### src/rtl/return_stack.sv
// Return-address LIFO for call/return: push writes PC+4, pop hands the top back to fetch.
// State updates on the clk edge; pop_data/pop_valid one cycle later; refused ops set sticky flags.
module return_stack #(
   parameter int DATA_WIDTH = 32,
   parameter int DEPTH      = 16,
   parameter int ADDR_W     = 4
) (
   input  logic                  clk,
   input  logic                  rst,
   input  logic                  push,
   input  logic                  pop,
   input  logic [DATA_WIDTH-1:0] push_data,
   input  logic                  err_clr,
   output logic [DATA_WIDTH-1:0] top_data,
   output logic [DATA_WIDTH-1:0] pop_data,
   output logic                  pop_valid,
   output logic [ADDR_W:0]       count,
   output logic                  empty,
   output logic                  full,
   output logic                  overflow,
   output logic                  underflow
);

   logic [DATA_WIDTH-1:0] mem [DEPTH];
   logic [ADDR_W:0]       cnt_q;
   logic [ADDR_W-1:0]     wr_idx;
   logic [ADDR_W-1:0]     top_idx;
   logic                  push_ok;
   logic                  replace;
   logic                  pop_ok;
   logic                  ovf_set;
   logic                  unf_set;
   logic                  mem_we;
   logic [ADDR_W-1:0]     mem_idx;

   assign empty   = (cnt_q == '0);
   assign full    = (cnt_q == (ADDR_W+1)'(DEPTH));
   assign count   = cnt_q;
   assign wr_idx  = cnt_q[ADDR_W-1:0];
   assign top_idx = cnt_q[ADDR_W-1:0] - 1'b1;

   // Push+pop on a non-empty stack overwrites the top in place; on an empty
   // stack the push still lands while the pop is refused.
   assign replace = push && pop && !empty;
   assign push_ok = push && (pop ? empty : !full);
   assign pop_ok  = pop && !empty;
   assign ovf_set = push && !pop && full;
   assign unf_set = pop && empty;

   assign mem_we  = push_ok || replace;
   assign mem_idx = replace ? top_idx : wr_idx;

   assign top_data = empty ? '0 : mem[top_idx];

   always_ff @(posedge clk) begin
      if (mem_we) begin
         mem[mem_idx] <= push_data;
      end
   end

   always_ff @(posedge clk or posedge rst) begin
      if (rst) begin
         cnt_q     <= '0;
         pop_data  <= '0;
         pop_valid <= 1'b0;
         overflow  <= 1'b0;
         underflow <= 1'b0;
      end else begin
         pop_valid <= pop_ok;
         if (pop_ok) begin
            pop_data <= mem[top_idx];
         end
         if (push_ok) begin
            cnt_q <= cnt_q + 1'b1;
         end else if (pop_ok && !push) begin
            cnt_q <= cnt_q - 1'b1;
         end
         // A fresh error in the clearing cycle takes priority over the clear.
         if (ovf_set) begin
            overflow <= 1'b1;
         end else if (err_clr) begin
            overflow <= 1'b0;
         end
         if (unf_set) begin
            underflow <= 1'b1;
         end else if (err_clr) begin
            underflow <= 1'b0;
         end
      end
   end

endmodule

### config.mk
export PLATFORM = sky130hd
export DESIGN_NAME = return_stack
export DESIGN_NICKNAME = d
export VERILOG_FILES = /design/src/rtl/return_stack.sv
export SDC_FILE = /design/constraint.sdc
export NUM_CORES = 1
export LEC_CHECK = 0
export CORE_MARGIN = 2
export CORE_UTILIZATION = 50
export DETAILED_ROUTE_END_ITERATION = 12
export PLACE_DENSITY = 0.66
export SYNTH_ARGS = -nofsm -noshare
export SYNTH_HDL_FRONTEND = slang
export SYNTH_SLANG_ARGS = --single-unit
export TNS_END_PERCENT = 20
### constraint.sdc
create_clock -name clk -period 9 [get_ports clk]
set_input_delay 2.25 -clock clk [delete_from_list [all_inputs] [get_ports clk]]
set_output_delay 2.25 -clock clk [all_outputs]
set_load 0.005 [all_outputs]
==> results.toml, run 1 <==
[status]
outcome = "complete, no violations"

[critical_path]
cp_top_family = "buffers and inverters"
r2r_setup_slack_ns = 4.26
cp_max_fo = 30
worst-path-buf-inv = 3
crit_path_start_kind = "flip-flop"
path_class = "reg2out"
worstPathRequired_ns = 6.75
max_stage_delay_ns = 0.69
cp_slowest_cell = "xor2_4"
crit_path_cell_trace = "inv_1 > ha_1 > xor2_4 > buf_4 > mux2_1 > o21ai_1 > nor2_1 > clkdlybuf4s50_1"
crit_arrival_ns = 4.61
crit_path_end_kind = "output port"

[logic_synthesis]
syn-cell-area_mm2 = 0.0214
ys_types = 43
synth_common_cells = "edfxtp_1 (512), mux4_2 (128), nand2_1 (66), o21ai_1 (66), nor2_1 (51)"
avgSynthCellArea_um2 = 20.6
synth-edff-count = 512
yosys.area.top_type = "edfxtp_1"
ys_seq_elements = 552
synth.area.top_cells = "edfxtp_1 (72%), mux4_2 (13%), dfrtp_1 (4.7%)"
synth_nets = 1085
ys_async_sr_fraction_pct = 7.25
synth_ff_type = "edfxtp_1"
synthCells = 1042
ys_warn_count = 0
yosysMostFrequentCell = "edfxtp_1"
synth_top_area_share_pct = 71.8
seq_area_frac_synth_pct = 76.5

[clocking]
clock_sinks = 552
cts-root-buf = "clkbuf_16"
h-tree-depth = 2
cts_tree = "yes"
postCtsSetupBuffers = 0
insertion_delay_ns = 0.59
clkSlewWorstSetupHoldPaths_ns = 0.06
cts_inserted_buffers = 54
cts_resized = 0
holdBufCountCts = 0
ctsLongestPathBuffers = 3

[layout]
final.fill_count = 3038
layout.nets = 1222
drive_above_1_share_pct = 21.9
area_growth_pct = 16.4
utilization_pct = 59.2
antenna_cells = 0

[grt]
grt_first_pass_wirelength_um = 68300
grt_start_max_net_pins = 57
globalRouteOverflowTotal = 0
grt_pass1_vias = 10800
antenna_found_initial = 0
grt_usage_pct = 21.1

[floorplan]
rows = 75
start_util_pct = 50.8
coreArea_mm2 = 0.0421
die_w_um = 211
ios = 111
die_y_um = 211
dieArea_mm2 = 0.0445

[power]
power_frac_comb_pct = 39.9
p_sw_mw = 2.80
vdd_drop_max_v = 0.000281
p_leak_nw = 8.16
power_mw = 8.93
seq_power_share_pct = 36.8
p_clk_share_pct = 23.3
powerDensity_mw_per_mm2 = 358
swShare_pct = 31.4
power.internal_mw = 6.13

[timing]
hold_violations = 0
fin_crit_sh_pct = 76.2
finalCriticalPeriod_ns = 6.86
slew_headroom_pct = 30.6
tightest_slew_ns = 1.04
setup_viol = 0
slew_viol_final = 0
fmax_mhz = 146
finalSetupTns_ns = 0
rsz0062_at_grt = "no"
finalClockSkew_ns = 0.0192

[placement]
gp_congestion = 0.732
dp_hpwl_um = 24000
io_buffers = 110

[routing]
drtPass1Iterations = 5
first_iter_violations = 779
vias = 10300
drc = 0
ant_nets = 0
routed_via_density = 5.83
finalWirelength_um = 45000
wl_per_cell_um = 25.5

[hold_path]
hold_path.class = "reg2reg"

[run]
drv_cap = 0
==> metrics by stage <==
stage               setup WS, ns  cell area, µm²  std cells  hold slack [ns]
floorplan                   3.82           21400       1042            0.479
global placement            2.70           23300       1662            0.468
detailed placement          2.68           23300       1662            0.475
CTS                         2.03           24900       1762            0.489
global route                1.88           24900       1762            0.521
finish                      2.14           24900       1762            0.484
==> final timing paths <==
check / from / endpoint / cells past startpoint
max: count[0] / top_data[22] / 8
min: pop_data[12] / pop_data[12] / 2
max reg2reg: count[0] / mem[14][14] / 9
min reg2reg: pop_data[12] / pop_data[12] / 2
max in group asynchronous: rst / count[0] / 3
min in group asynchronous: rst / pop_valid / 3
==> power by group through the flow <==
stage	Combinational [mW]	Sequential [mW]	Clock, mW
after global routing	3.86	3.32	2.22
after detailed placement	3.63	3.34	0
after global placement	3.60	3.33	0
after CTS	3.65	3.29	2.12
final	3.56	3.29	2.08
after floorplan	2.26	3.29	0
==> per-layer routing <==
layer	share of wire [%]	track usage (%)	routed length, µm	up-vias
met2	51	36.6	23100	267
met5	0	0	0	-
met3	4.6	3.09	2070	68
met4	2.3	6.29	1050	0
li1	-	-	-	4505
met1	42	28.0	18800	5424
==> cells in the final DEF (no fill, tap or decap), types with 2 or more instances in the layout <==
cell type,Yosys,final
a21oi_1,4,4
clkdlybuf4s50_1,0,110
ha_1,5,4
nand2_1,66,66
inv_1,9,8
nor3_1,6,6
nor2_1,51,35
xor2_1,2,2
edfxtp_1,512,512
xnor2_1,3,2
nor2b_1,2,2
a31oi_1,5,5
clkbuf_1,26,12
clkinv_2,0,9
nor2_4,0,16
bufinv_16,0,2
dfrtp_1,40,39
buf_4,7,27
clkbuf_16,0,55
mux2i_1,32,32
mux4_2,128,128
mux2_1,13,13
mux2_2,19,19
o21ai_1,66,66
clkinv_1,0,20
==> final cells by class <==
class	count	area [µm²]	share of cell area, %
inverters	9	33.8	0.136
multi-input cells	424	4900	19.6
clock inverters	33	200	0.803
well taps	539	674	2.71
clock buffers	67	1420	5.70
repair buffers	138	1320	5.31
flip-flops and latches	552	16400	65.7
==> worst reg2reg max path, cell delays in order (launching register included) <==
cell      delay (ns)
dfrtp_4         0.64
inv_1           0.33
ha_4            0.20
nor4b_4         0.83
buf_4           0.51
nand2b_1        0.31
o21ai_1         0.12
a31oi_1         0.77
nor2_4          0.31
buf_4           0.40
==> registers in the layout, summed over array words and instances (netlist names) <==
signal,flops
mem,512
pop_valid,1
overflow,1
pop_data,32
count,5
underflow,1
==> kinds of logic (layout without fill, tap and decap cells) <==
group	Yosys count	after routing	share of synthesized area, %
flip-flops	552	552	76.5
multiplexers	192	192	16.6
buffers and inverters	66	247	1.43
AO/OA/AOI/OAI	86	86	2.21
adder cells (fa/ha/maj)	6	6	0.386
XOR/XNOR	6	6	0.280
AND/OR/NAND/NOR	134	134	2.59
Note: power is estimated with default switching activity, not from simulation.
==> inputs of run 2 (changes only) <==
--- a/config.mk
+++ b/config.mk
@@ -8,7 +8,7 @@
 export CORE_MARGIN = 2
 export CORE_UTILIZATION = 50
 export DETAILED_ROUTE_END_ITERATION = 12
-export PLACE_DENSITY = 0.66
+export PLACE_DENSITY = 0.69
 export SYNTH_ARGS = -nofsm -noshare
 export SYNTH_HDL_FRONTEND = slang
 export SYNTH_SLANG_ARGS = --single-unit
==> constraint.sdc (replaced) <==
create_clock -name clk -period 6.1 [get_ports clk]
set_input_delay 1.525 -clock clk [delete_from_list [all_inputs] [get_ports clk]]
set_output_delay 1.525 -clock clk [all_outputs]
set_load 0.005 [all_outputs]
==> run 2 against run 1 <==
  * Count of clock-buffer cells in the layout fell by 2
  * Non-clock buffer count rose by 7
  * Die area did not move
  * Final cell count rose by 0.74%
  * Clock power rose by 67%
  * Via count rose by 1.6%
  * Worst hold slack got worse by 0.0028 ns
  * Global-route usage rose by 0.42 points
  * Worst setup slack got worse by 1.6 ns
  * Wire length rose by 3.1%
  * Combinational power rose by 51%
  * Sequential power rose by 47%
  * Largest cell class unchanged
  * Highest routed layer unchanged
==> results.toml, run 2 (synthesis gave the netlist of run 1 again) <==
[status]
outcome = "complete, no violations"

[critical_path]
startpoint = "count[0]"
cp_max_fo = 24
crit_path_cell_trace = "inv_1 > ha_4 > buf_4 > mux4_2 > mux2i_1 > nand2_1 > o21ai_1 > nor2_1 > clkdlybuf4s50_1"
cp_slowest_cell = "dfrtp_4"
ff2ff_path_depth = 6
crit_path_start_kind = "flip-flop"
max_stage_delay_ns = 0.69
path_class = "reg2out"
r2r_start = "count[0]"
worstPathRequired_ns = 4.58
crit_path_end_kind = "output port"
crit_arrival_ns = 4.01

[timing]
rsz0062_at_grt = "no"
finalHoldWorstSlack_ns = 0.481
hold_violations = 0
fin_ws_ns = 0.562
finalClockSkew_ns = 0.0126
fin_crit_sh_pct = 90.8
slew_viol_final = 0
fmax_mhz = 181
tightest_slew_ns = 1.17
finalCriticalPeriod_ns = 5.54
slew_headroom_pct = 21.5
setup_viol = 0
finalSetupTns_ns = 0

[clocking]
holdBufCountCts = 0
clkSlewWorstSetupHoldPaths_ns = 0.06
insertion_delay_ns = 0.59
cts-root-buf = "clkbuf_16"
cts_resized = 0
cts_tree = "yes"
postCtsSetupBuffers = 0
clock_sinks = 552
cts_inserted_buffers = 55
ctsLongestPathBuffers = 3
h-tree-depth = 2

[grt]
grt_start_max_net_pins = 58
grt_first_pass_wirelength_um = 69200
grt_util_met2_pct = 35.9
met1_usage_pct = 29.3
globalRouteOverflowTotal = 0
antenna_found_initial = 3
grt_usage_pct = 21.5
grt_util_met3_pct = 4.21
grt_pass1_vias = 10800
grt_most_used_layer = "met2"

[power]
p_sw_mw = 4.28
p_leak_nw = 8.33
power_frac_comb_pct = 39.3
powerDensity_mw_per_mm2 = 543
seq_power_share_pct = 35.4
swShare_pct = 31.2
power.internal_mw = 9.44
vdd_drop_max_v = 0.000505
p_clk_share_pct = 25.3

[layout]
utilization_pct = 60.0
top_register = "mem"
final.fill_count = 2972
largest_register_ffs = 512
final_common_cell = "edfxtp_1"
area_growth_pct = 18.0
final_design_area_no_fill_mm2 = 0.0253
drive_above_1_share_pct = 23.7
final_cell_mix = "edfxtp_1 (512), mux4_2 (128), clkdlybuf4s50_1 (110)"
layout.nets = 1230

[hold_path]
hold_path.class = "reg2reg"
min_from = "pop_data[12]"
whs_path_depth = 2

[placement]
io_buffers = 110
placed_cell_area_mm2 = 0.0234
dpl_worst_slack_ns = 1.15
gp_congestion = 0.764
dp_hpwl_um = 25700

[floorplan]
dieArea_mm2 = 0.0445
die_w_um = 211
start_util_pct = 50.8
die_y_um = 211
ios = 111
coreArea_mm2 = 0.0421
rows = 75

[routing]
ant_nets = 0
drc = 0
vias = 10400
wl_per_cell_um = 26.1
routed_via_density = 5.88
first_iter_violations = 878
finalWirelength_um = 46400
drtPass1Iterations = 5

[run]
drv_cap = 0
run 2: changes by cell type in the layout (fill, tap and decap cells not counted):
| cell | delta |
|---|---|
| inv_8 | -1 |
| clkinv_4 | +2 |
| clkinv_2 | +5 |
| clkbuf_1 | -4 |
| bufinv_16 | +7 |
| buf_4 | +5 |
| clkinvlp_4 | +2 |
| clkbuf_16 | +2 |
| clkinv_1 | -10 |
| buf_12 | +2 |
| diode_2 | +3 |
run 2: cell type report:
class	count	area [µm²]	area share (%)
multi-input cells	424	4900	19.4
repair buffers	145	1400	5.55
inverters	9	33.8	0.134
flip-flops and latches	552	16400	64.8
diodes	3	7.51	0.0297
clock buffers	65	1460	5.76
well taps	539	674	2.67
clock inverters	38	419	1.66
run 2: worst paths after layout:
| kind | to | slack, ns |
|---|---|---|
| worst max-delay path | top_data[30] | 0.56 |
| worst min-delay path | pop_data[12] | 0.48 |
| worst max register to register | mem[9][3] | 2.07 |
| worst min register to register | pop_data[12] | 0.48 |
| max in group asynchronous | count[0] | 4.11 |
| min in group asynchronous | pop_data[12] | 1.45 |
run 2: through the flow:
stage               cells  total power, mW
detailed placement   1669             10.4
global placement     1669             10.3
floorplan            1042             8.19
global route         1775             14.4
CTS                  1772             13.9
finish               1775             13.7
run 2: worst max-delay path, delay by kind of cell, from the launching register on:
kind	cells	cell delay, ns
buf+inv	3	1.23
flops	1	0.69
fa+ha+maj	1	0.59
simple gates	2	0.46
mux	2	0.34
compound gates	1	0.09
run 2: power by group through the flow:
stage	clock (mW)	sequential, mW	combinational, mW
6_report	3.47	4.85	5.39
5_1_grt	3.68	4.90	5.81
4_1_cts	3.54	4.86	5.49
3_5_place_dp	0	4.93	5.45
2_1_floorplan	0	4.85	3.34
3_3_place_gp	0	4.91	5.38
run 2: layer usage:
layer | vias up | share of wire (%)
li1 | 4526 | -
met1 | 5502 | 41
met2 | 330 | 50
met3 | 75 | 6.0
met4 | 0 | 2.4
met5 | - | 0
==> inputs of run 3 (changes only) <==
--- a/config.mk
+++ b/config.mk
@@ -5,6 +5,7 @@
 export SDC_FILE = /design/constraint.sdc
 export NUM_CORES = 1
 export LEC_CHECK = 0
+export ABC_AREA = 0
 export CORE_MARGIN = 2
 export CORE_UTILIZATION = 50
 export DETAILED_ROUTE_END_ITERATION = 12
==> results of run 3 <==
The final DEF is identical to that of run 2; final timing and power are the same.
